File: config.mk
export PLATFORM = sky130hd
export DESIGN_NAME = hilo_muldiv_unit_flat
export DESIGN_NICKNAME = d
export VERILOG_FILES = /design/src/rtl/hilo_muldiv_pkg.sv /design/src/rtl/hilo_muldiv_unit_if.sv /design/src/rtl/hilo_muldiv_unit_muldiv_step.sv /design/src/rtl/hilo_muldiv_unit.sv /design/src/flat_wrapper.sv
export SDC_FILE = /design/constraint.sdc
export NUM_CORES = 1
export LEC_CHECK = 0
export CORE_ASPECT_RATIO = 1.5
export CORE_MARGIN = 2
export CORE_UTILIZATION = 45
export CTS_CLUSTER_DIAMETER = 60
export DETAILED_ROUTE_END_ITERATION = 6
export GPL_TIMING_DRIVEN = 0
export PLACE_DENSITY = 0.75
export SKIP_CTS_REPAIR_TIMING = 1
export SLEW_MARGIN = 20
export SYNTH_ARGS = -nofsm -noshare
export SYNTH_HDL_FRONTEND = slang
export SYNTH_SLANG_ARGS = --single-unit
File: constraint.sdc
create_clock -name CLK -period 4.2 [get_ports CLK]
set_clock_uncertainty 0.1 [all_clocks]
set_input_delay 0.42 -clock CLK [delete_from_list [all_inputs] [get_ports CLK]]
set_output_delay 0.42 -clock CLK [all_outputs]
set_load 0.1 [all_outputs]
File: src/rtl/hilo_muldiv_pkg.sv
`default_nettype none
// ============================================================================
//  Module   : hilo_muldiv_pkg
//  Purpose  : Shared constants and types for the HI/LO multiply/divide unit:
//             funct codes, FSM state encoding, step mode and the LO value
//             written on divide-by-zero.
//  Revision : 1.0  initial release
// ============================================================================
package hilo_muldiv_pkg;

  // SPECIAL funct codes of the HI/LO-access instruction class
  localparam logic [5:0] FUNCT_MFHI  = 6'h10;
  localparam logic [5:0] FUNCT_MTHI  = 6'h11;
  localparam logic [5:0] FUNCT_MFLO  = 6'h12;
  localparam logic [5:0] FUNCT_MTLO  = 6'h13;
  localparam logic [5:0] FUNCT_MULT  = 6'h18;
  localparam logic [5:0] FUNCT_MULTU = 6'h19;
  localparam logic [5:0] FUNCT_DIV   = 6'h1A;
  localparam logic [5:0] FUNCT_DIVU  = 6'h1B;

  // LO on divide-by-zero; sliced down to the operand width by the user
  localparam logic [63:0] DIV0_LO = '1;

  typedef enum logic [1:0] {
    IDLE = 2'd0,
    ITER = 2'd1,
    FIX  = 2'd2
  } state_t;

  typedef enum logic {
    MODE_MUL = 1'b0,
    MODE_DIV = 1'b1
  } step_mode_t;

  // True for every funct this unit consumes; anything else is ignored
  function automatic logic is_hilo_funct(input logic [5:0] funct);
    return funct inside {FUNCT_MFHI, FUNCT_MTHI, FUNCT_MFLO, FUNCT_MTLO,
                         FUNCT_MULT, FUNCT_MULTU, FUNCT_DIV, FUNCT_DIVU};
  endfunction

endpackage
`default_nettype wire

File: src/rtl/hilo_muldiv_unit_if.sv
`default_nettype none
// ============================================================================
//  Module   : hilo_muldiv_unit_if
//  Purpose  : EXE-stage request/response bundle between the pipeline
//             (master) and the HI/LO multiply/divide unit (slave).
//  Revision : 1.0  initial release
// ============================================================================
interface hilo_muldiv_unit_if #(
  parameter int WIDTH = 32
);
  logic             Valid_IN;
  logic [5:0]       Funct_IN;
  logic [WIDTH-1:0] Operand_A_IN;
  logic [WIDTH-1:0] Operand_B_IN;
  logic             Flush_IN;
  logic             Busy_OUT;
  logic             Stall_OUT;
  logic [WIDTH-1:0] Result_OUT;
  logic [WIDTH-1:0] HI_OUT;
  logic [WIDTH-1:0] LO_OUT;

  modport master (
    output Valid_IN, Funct_IN, Operand_A_IN, Operand_B_IN, Flush_IN,
    input  Busy_OUT, Stall_OUT, Result_OUT, HI_OUT, LO_OUT
  );

  modport slave (
    input  Valid_IN, Funct_IN, Operand_A_IN, Operand_B_IN, Flush_IN,
    output Busy_OUT, Stall_OUT, Result_OUT, HI_OUT, LO_OUT
  );
endinterface
`default_nettype wire

File: src/rtl/hilo_muldiv_unit_muldiv_step.sv
`default_nettype none
// ============================================================================
//  Module   : muldiv_step
//  Purpose  : One iteration of unsigned shift-add multiply or restoring
//             divide. The accumulator is {upper, lower}:
//               multiply: upper = partial product, lower = multiplier bits
//               divide  : upper = partial remainder, lower = dividend/quotient
//             For divide the new quotient bit is returned separately and the
//             LSB of the next accumulator is left clear for the parent to fill.
//  Revision : 1.0  initial release
// ============================================================================
module muldiv_step
  import hilo_muldiv_pkg::*;
#(
  parameter int WIDTH = 32
) (
  input  step_mode_t         i_mode,
  input  logic [2*WIDTH-1:0] i_acc,
  input  logic [WIDTH-1:0]   i_operand,
  output logic [2*WIDTH-1:0] o_acc_next,
  output logic               o_q_bit
);

  logic [WIDTH:0] w_sum;
  logic [WIDTH:0] w_rem_sh;
  logic [WIDTH:0] w_diff;

  // Multiply: add the multiplicand when the current multiplier bit is set
  assign w_sum = {1'b0, i_acc[2*WIDTH-1:WIDTH]}
               + (i_acc[0] ? {1'b0, i_operand} : '0);

  // Divide: shift the next dividend bit into the remainder and trial-subtract;
  // bit WIDTH of the difference is the borrow
  assign w_rem_sh = i_acc[2*WIDTH-1:WIDTH-1];
  assign w_diff   = w_rem_sh - {1'b0, i_operand};

  // Select the iteration result for the active mode
  always_comb begin
    o_acc_next = {w_sum, i_acc[WIDTH-1:1]};
    o_q_bit    = 1'b0;
    if (i_mode == MODE_DIV) begin
      o_q_bit    = ~w_diff[WIDTH];
      o_acc_next = {(o_q_bit ? w_diff[WIDTH-1:0] : w_rem_sh[WIDTH-1:0]),
                    i_acc[WIDTH-2:0], 1'b0};
    end
  end

endmodule
`default_nettype wire

File: src/rtl/hilo_muldiv_unit.sv
`default_nettype none
// ============================================================================
//  Module   : hilo_muldiv_unit
//  Purpose  : Execute-stage HI/LO unit. Owns HI and LO, serves MFHI/MFLO/
//             MTHI/MTLO, and runs MULT/MULTU/DIV/DIVU iteratively one bit per
//             cycle (WIDTH ITER cycles + 1 FIX cycle), stalling the pipeline
//             for any HI/LO-class instruction arriving while busy.
//  Revision : 1.0  initial release
// ============================================================================
module hilo_muldiv_unit
  import hilo_muldiv_pkg::*;
#(
  parameter int WIDTH = 32
) (
  input logic               CLK,
  input logic               RESET,
  hilo_muldiv_unit_if.slave bus
);

  localparam int              CNT_W    = (WIDTH > 2) ? $clog2(WIDTH) : 1;
  localparam logic [CNT_W-1:0] C_LAST  = CNT_W'(WIDTH - 1);

  state_t             r_state;
  logic [CNT_W-1:0]   r_count;
  step_mode_t         r_mode;
  logic [2*WIDTH-1:0] r_acc;
  logic [WIDTH-1:0]   r_op;
  logic               r_neg_q;      // negate product / quotient at FIX
  logic               r_neg_r;      // negate remainder at FIX
  logic               r_div_zero;
  logic [WIDTH-1:0]   r_dividend;   // original dividend, returned in HI on /0
  logic [WIDTH-1:0]   r_hi;
  logic [WIDTH-1:0]   r_lo;

  logic               w_known;
  logic               w_busy;
  logic               w_accept;
  logic               w_signed_op;
  logic               w_a_neg;
  logic               w_b_neg;
  logic [WIDTH-1:0]   w_a_mag;
  logic [WIDTH-1:0]   w_b_mag;
  logic [2*WIDTH-1:0] w_acc_next;
  logic               w_q_bit;
  logic [2*WIDTH-1:0] w_prod;
  logic [WIDTH-1:0]   w_quot;
  logic [WIDTH-1:0]   w_rem;

  // Request decode and handshake
  assign w_known  = is_hilo_funct(bus.Funct_IN);
  assign w_busy   = (r_state != IDLE);
  assign w_accept = bus.Valid_IN & w_known & ~w_busy & ~bus.Flush_IN;

  assign bus.Busy_OUT  = w_busy;
  assign bus.Stall_OUT = bus.Valid_IN & w_known & w_busy & ~bus.Flush_IN;
  assign bus.HI_OUT    = r_hi;
  assign bus.LO_OUT    = r_lo;

  // Magnitudes: 0x80..0 maps onto the unsigned value 2^(WIDTH-1) unchanged
  assign w_signed_op = (bus.Funct_IN == FUNCT_MULT) || (bus.Funct_IN == FUNCT_DIV);
  assign w_a_neg     = w_signed_op & bus.Operand_A_IN[WIDTH-1];
  assign w_b_neg     = w_signed_op & bus.Operand_B_IN[WIDTH-1];
  assign w_a_mag     = w_a_neg ? -bus.Operand_A_IN : bus.Operand_A_IN;
  assign w_b_mag     = w_b_neg ? -bus.Operand_B_IN : bus.Operand_B_IN;

  // Sign fix-up applied when leaving FIX
  assign w_prod = r_neg_q ? -r_acc : r_acc;
  assign w_quot = r_neg_q ? -r_acc[WIDTH-1:0] : r_acc[WIDTH-1:0];
  assign w_rem  = r_neg_r ? -r_acc[2*WIDTH-1:WIDTH] : r_acc[2*WIDTH-1:WIDTH];

  muldiv_step #(
    .WIDTH (WIDTH)
  ) u_step (
    .i_mode     (r_mode),
    .i_acc      (r_acc),
    .i_operand  (r_op),
    .o_acc_next (w_acc_next),
    .o_q_bit    (w_q_bit)
  );

  // MFHI/MFLO read data, valid only in the cycle the read is accepted
  always_comb begin
    bus.Result_OUT = '0;
    if (w_accept && bus.Funct_IN == FUNCT_MFHI) bus.Result_OUT = r_hi;
    if (w_accept && bus.Funct_IN == FUNCT_MFLO) bus.Result_OUT = r_lo;
  end

  // FSM, iteration datapath registers and architectural HI/LO
  always_ff @(posedge CLK) begin
    if (RESET) begin
      r_state    <= IDLE;
      r_count    <= '0;
      r_mode     <= MODE_MUL;
      r_acc      <= '0;
      r_op       <= '0;
      r_neg_q    <= 1'b0;
      r_neg_r    <= 1'b0;
      r_div_zero <= 1'b0;
      r_dividend <= '0;
      r_hi       <= '0;
      r_lo       <= '0;
    end else begin
      case (r_state)
        IDLE: begin
          if (w_accept) begin
            case (bus.Funct_IN)
              FUNCT_MTHI: r_hi <= bus.Operand_A_IN;
              FUNCT_MTLO: r_lo <= bus.Operand_A_IN;
              FUNCT_MULT, FUNCT_MULTU: begin
                r_mode  <= MODE_MUL;
                r_acc   <= {{WIDTH{1'b0}}, w_b_mag};
                r_op    <= w_a_mag;
                r_neg_q <= w_a_neg ^ w_b_neg;
                r_neg_r <= 1'b0;
                r_state <= ITER;
                r_count <= '0;
              end
              FUNCT_DIV, FUNCT_DIVU: begin
                r_mode     <= MODE_DIV;
                r_acc      <= {{WIDTH{1'b0}}, w_a_mag};
                r_op       <= w_b_mag;
                r_neg_q    <= w_a_neg ^ w_b_neg;
                r_neg_r    <= w_a_neg;
                r_div_zero <= (bus.Operand_B_IN == '0);
                r_dividend <= bus.Operand_A_IN;
                r_state    <= ITER;
                r_count    <= '0;
              end
              default: ;
            endcase
          end
        end
        ITER: begin
          if (bus.Flush_IN) begin
            r_state <= IDLE;
            r_count <= '0;
          end else begin
            r_acc <= w_acc_next | {{(2*WIDTH-1){1'b0}}, w_q_bit};
            if (r_count == C_LAST) begin
              r_state <= FIX;
              r_count <= '0;
            end else begin
              r_count <= r_count + 1'b1;
            end
          end
        end
        FIX: begin
          r_state <= IDLE;
          if (!bus.Flush_IN) begin
            if (r_mode == MODE_MUL) begin
              r_hi <= w_prod[2*WIDTH-1:WIDTH];
              r_lo <= w_prod[WIDTH-1:0];
            end else if (r_div_zero) begin
              r_hi <= r_dividend;
              r_lo <= DIV0_LO[WIDTH-1:0];
            end else begin
              r_hi <= w_rem;
              r_lo <= w_quot;
            end
          end
        end
        default: r_state <= IDLE;
      endcase
    end
  end

endmodule
`default_nettype wire

File: src/flat_wrapper.sv
// flat-port wrapper written by rule: the top's interface ports become plain ports
module hilo_muldiv_unit_flat import hilo_muldiv_pkg::*;
#(
  parameter int WIDTH = 32
)
  (CLK, RESET, bus_Valid_IN, bus_Funct_IN, bus_Operand_A_IN, bus_Operand_B_IN, bus_Flush_IN, bus_Busy_OUT, bus_Stall_OUT, bus_Result_OUT, bus_HI_OUT, bus_LO_OUT);
  hilo_muldiv_unit_if #(.WIDTH(WIDTH)) bus_i ();
  input logic CLK;
  input logic RESET;
  input wire logic [$bits(bus_i.Valid_IN)-1:0] bus_Valid_IN;
  input wire logic [$bits(bus_i.Funct_IN)-1:0] bus_Funct_IN;
  input wire logic [$bits(bus_i.Operand_A_IN)-1:0] bus_Operand_A_IN;
  input wire logic [$bits(bus_i.Operand_B_IN)-1:0] bus_Operand_B_IN;
  input wire logic [$bits(bus_i.Flush_IN)-1:0] bus_Flush_IN;
  output wire logic [$bits(bus_i.Busy_OUT)-1:0] bus_Busy_OUT;
  output wire logic [$bits(bus_i.Stall_OUT)-1:0] bus_Stall_OUT;
  output wire logic [$bits(bus_i.Result_OUT)-1:0] bus_Result_OUT;
  output wire logic [$bits(bus_i.HI_OUT)-1:0] bus_HI_OUT;
  output wire logic [$bits(bus_i.LO_OUT)-1:0] bus_LO_OUT;
  assign bus_i.Valid_IN = bus_Valid_IN;
  assign bus_i.Funct_IN = bus_Funct_IN;
  assign bus_i.Operand_A_IN = bus_Operand_A_IN;
  assign bus_i.Operand_B_IN = bus_Operand_B_IN;
  assign bus_i.Flush_IN = bus_Flush_IN;
  assign bus_Busy_OUT = bus_i.Busy_OUT;
  assign bus_Stall_OUT = bus_i.Stall_OUT;
  assign bus_Result_OUT = bus_i.Result_OUT;
  assign bus_HI_OUT = bus_i.HI_OUT;
  assign bus_LO_OUT = bus_i.LO_OUT;
  hilo_muldiv_unit #(.WIDTH(WIDTH)) u_core (.CLK(CLK), .RESET(RESET), .bus(bus_i));
endmodule
==> metrics.md <==
| Metric | Value |
|---|---|
| Count leader, synth | nand2_1 |
| Seq/Total Area, Yosys | between 20% and 30% |
| Arrival time worst endpoint | ~4500 ps |
| Share of the synthesized area in the top cell type | between 20% and 30% |
| Crit-path max FO | 10 |
| Number of flops mapped to enable cells by yosys | 0 |
| Wire length per cell | ~26 um |
| CP max stage delay | 440 ps |
| Initial Utilization | 45.43% |
| Worst-path clk slew | ~70 ps |
| Port bufs | approximately 160 |
| Max-slew headroom | approximately a quarter |
| Power Density | 246.6 mW/mm2 |
| Largest area contributor in the netlist | dfxtp_1 |
| # rows | between 80 and 90 |
| Die X | 164.4 um |
| Area delta synth->final | 18.06% |
| Antenna violations before repair | 0 |
| Clk root buf | clkbuf_16 |
| DP Area | approximately 0.02 mm2 |
| Critical Path RT | roughly 4500 ps |
| # diodes | 0 |
| CP top delay family | compound AO/OA/AOI/OAI gates |
| Final wirelength | about 83,000 um |
| Drt first pass iters | 6 |
| Asr flop ratio synth | 0% |
| Final setup fails | 0 |
| Gp weighted congestion | between 1 and 1.5 |
| Yosys warnings | 0 |
| H-Tree Depth | 1 |
| Setup CP Type | flip-flop to flip-flop |
| Post-synthesis cell area | 0.01736 mm2 |
| Crit path time final | approximately 4100 ps |
| Crit-path slowest cell | dfxtp_2 |
| Synth top cells by count | 333 x nand2_1, 262 x nor2_1, 233 x a21oi_1, 203 x dfxtp_1, 175 x clkbuf_1 |
| Vias in the first global route | between 15k and 20k |
| Worst path most repeated cell | buf_4 |
| DP HPWL | roughly 67,000 um |
| Critical-path cell list | inv_1 -> ha_1 -> fa_1 -> nand2b_1 -> a21o_1 -> a311o_1 -> o211a_1 -> o211ai_1 -> buf_4 -> xor2_2 -> buf_6 -> buf_4 -> nor2_1 -> o41ai_1 -> nand2_1 |
| Fraction of layout instances using a drive strength above 1 | ~5% |
| Total global routing overflow | 0 |
| Worst setup EP type | flip-flop |
| Syn_nets | 2,591 |
| Detail Route Antenna Nets | 0 |
| Io pins | around 170 |
| # clock sinks | between 200 and 250 |
| Die area | about 0.04 mm2 |
| Max Freq | between 200 and 250 MHz |
| Max-cap viol count | 0 |
| Hold WC Path Type | primary input to flip-flop |
| Count of cell types in the netlist | 75 |
| Crit path launch type | flip-flop |
| Final Cell Area | ~0.020 mm2 |
| Vias per cell | approximately 6.4 |
| Setup TNS | 0 ps |
| Ranking of synthesized cells by area | dfxtp_1 23%, nand2_1 7.2%, a21oi_1 6.7% |
| Flop-to-flop setup slack | 80 ps |
| Pleak | ~7.7 nW |
| Final Hold Viols | 0 |
| Largest net degree at the start of global routing | 16 |
| Period utilization | a little over nine tenths |
| TritonCTS buffer count | 25 |
| Tightest Pin Transition | 1128 ps |
| Final #Nets | around 2.8k |
| Max IR drop VDD | 298.2 uV |
| Core area | roughly 0.038 mm2 |
| First-pass GRT wire length | around 120,000 um |
| Number of remaining DRC errors | 0 |
| Final Hold Slack | about 220 ps |
| Syn_area_per_cell | 7.099 um2 |
| Gr usage total | 40.53% |
| Max Slew Vio Count | 0 |
| Crit path buf inv count | 4 |
| Clk buf depth | 3 |
| Die height | between 200 and 250 um |
| Post-Syn Instances | about 2.4k |
| Drt initial violations | 1,806 |
| Clock Latency Late Sink | roughly 540 ps |
| Ys flop type | dfxtp_1 |
| Via count | about 20k |
| CTS tree | yes |
| Flops & latches, synth | 203 |
| Status | finished, final reports clean |
worst min-delay path, delay by kind of cell:
family,cells,cell delay (ps)
AO/OA/AOI/OAI,1,60
buffers and inverters,1,210
AND/OR/NAND/NOR,1,130
logic make-up after synthesis:
kind of cell | synth area share (%)
compound gates | 27.05
xor+xnor | 9.689
fa+ha+maj | 5.277
buf+inv | 6.163
flops | 23.41
mux | 6.019
simple gates | 22.39
path summary, 6_finish.rpt:
kind                                                     from                                end  cells after the start
worst max-delay path            u_core.r_acc[31]$_SDFFE_PP0P_      u_core.r_acc[58]$_SDFFE_PP0P_                     15
worst min-delay path                      bus_Operand_A_IN[6]  u_core.r_dividend[6]$_SDFFE_PP0P_                      3
worst max register to register  u_core.r_acc[31]$_SDFFE_PP0P_      u_core.r_acc[58]$_SDFFE_PP0P_                     15
worst min register to register   u_core.r_op[12]$_SDFFE_PP0P_       u_core.r_op[12]$_SDFFE_PP0P_                      2
registers in the layout (all words and copies together), names as in the netlist:
name / count
u_core.bus.HI_OUT: 32
u_core.bus.LO_OUT: 32
u_core.r_acc: 64
u_core.r_count: 5
u_core.r_div_zero: 1
u_core.r_dividend: 32
u_core.r_mode: 1
u_core.r_neg_q: 1
u_core.r_neg_r: 1
u_core.r_op: 32
u_core.r_state: 2
power by group:
group | internal (mW) | leakage (nW) | switching, mW | total, mW
clock network | 1.38 | 0.424 | 0.963 | 2.35
registers | 1.94 | 1.64 | 0.0181 | 1.95
logic | 0.254 | 5.61 | 0.498 | 0.753
total | 3.57 | 7.67 | 1.48 | 5.05
per-layer routing:
| metal | vias up | wire [um] | track usage (%) |
|---|---|---|---|
| met5 | - | 0 | 0 |
| met4 | 0 | 9459 | 37.82 |
| met3 | 416 | 6256 | 5.885 |
| met2 | 1201 | 38810 | 67.23 |
| met1 | 9365 | 28780 | 43.65 |
| li1 | 9141 | - | - |
cell usage in the layout (no fill, tap or decap), types with 18 or more instances in the layout:
master           instances
clkbuf_16               25
o31ai_1                 25
nor2_1                 262
o211ai_1                39
inv_1                   70
a21o_1                  29
xor2_1                  97
nor4_1                  18
clkdlybuf4s50_1        130
nand3_1                 44
dfxtp_1                200
xnor2_1                 95
ha_1                    70
or3_1                   26
nand2b_1                21
clkbuf_2                36
clkbuf_1               172
a211oi_1                45
a21oi_1                233
nor3_1                  56
a22oi_1                 19
mux2i_1                101
o221ai_1                33
nand2_1                333
o21ai_0                159
a31oi_1                 25
final cells by class:
type                       instances  area [um2]
sequential                       203        4068
clock inverter                    13       185.2
clock buffer                      32       701.9
tap                              495       619.3
multi-input combinational       1967       12320
buffer                           204       814.5
fill                            3836       17720
timing repair buffer             167        1511
inverter                          71       266.5
metrics by stage:
step / instances / worst slack (ps) / util [%] / power [mW]
after floorplan: 2445 / 401.8 / - / 2.384
after global placement: 3102 / -917.7 / 51.29 / 2.696
after detailed placement: 3103 / -629.3 / 51.35 / 2.698
after CTS: 3148 / -641.0 / 53.67 / 5.002
after global routing: 3152 / -33.40 / 53.63 / 5.149
final: 3152 / 79.94 / 53.63 / 5.052
(Power assumes the default switching activity.)
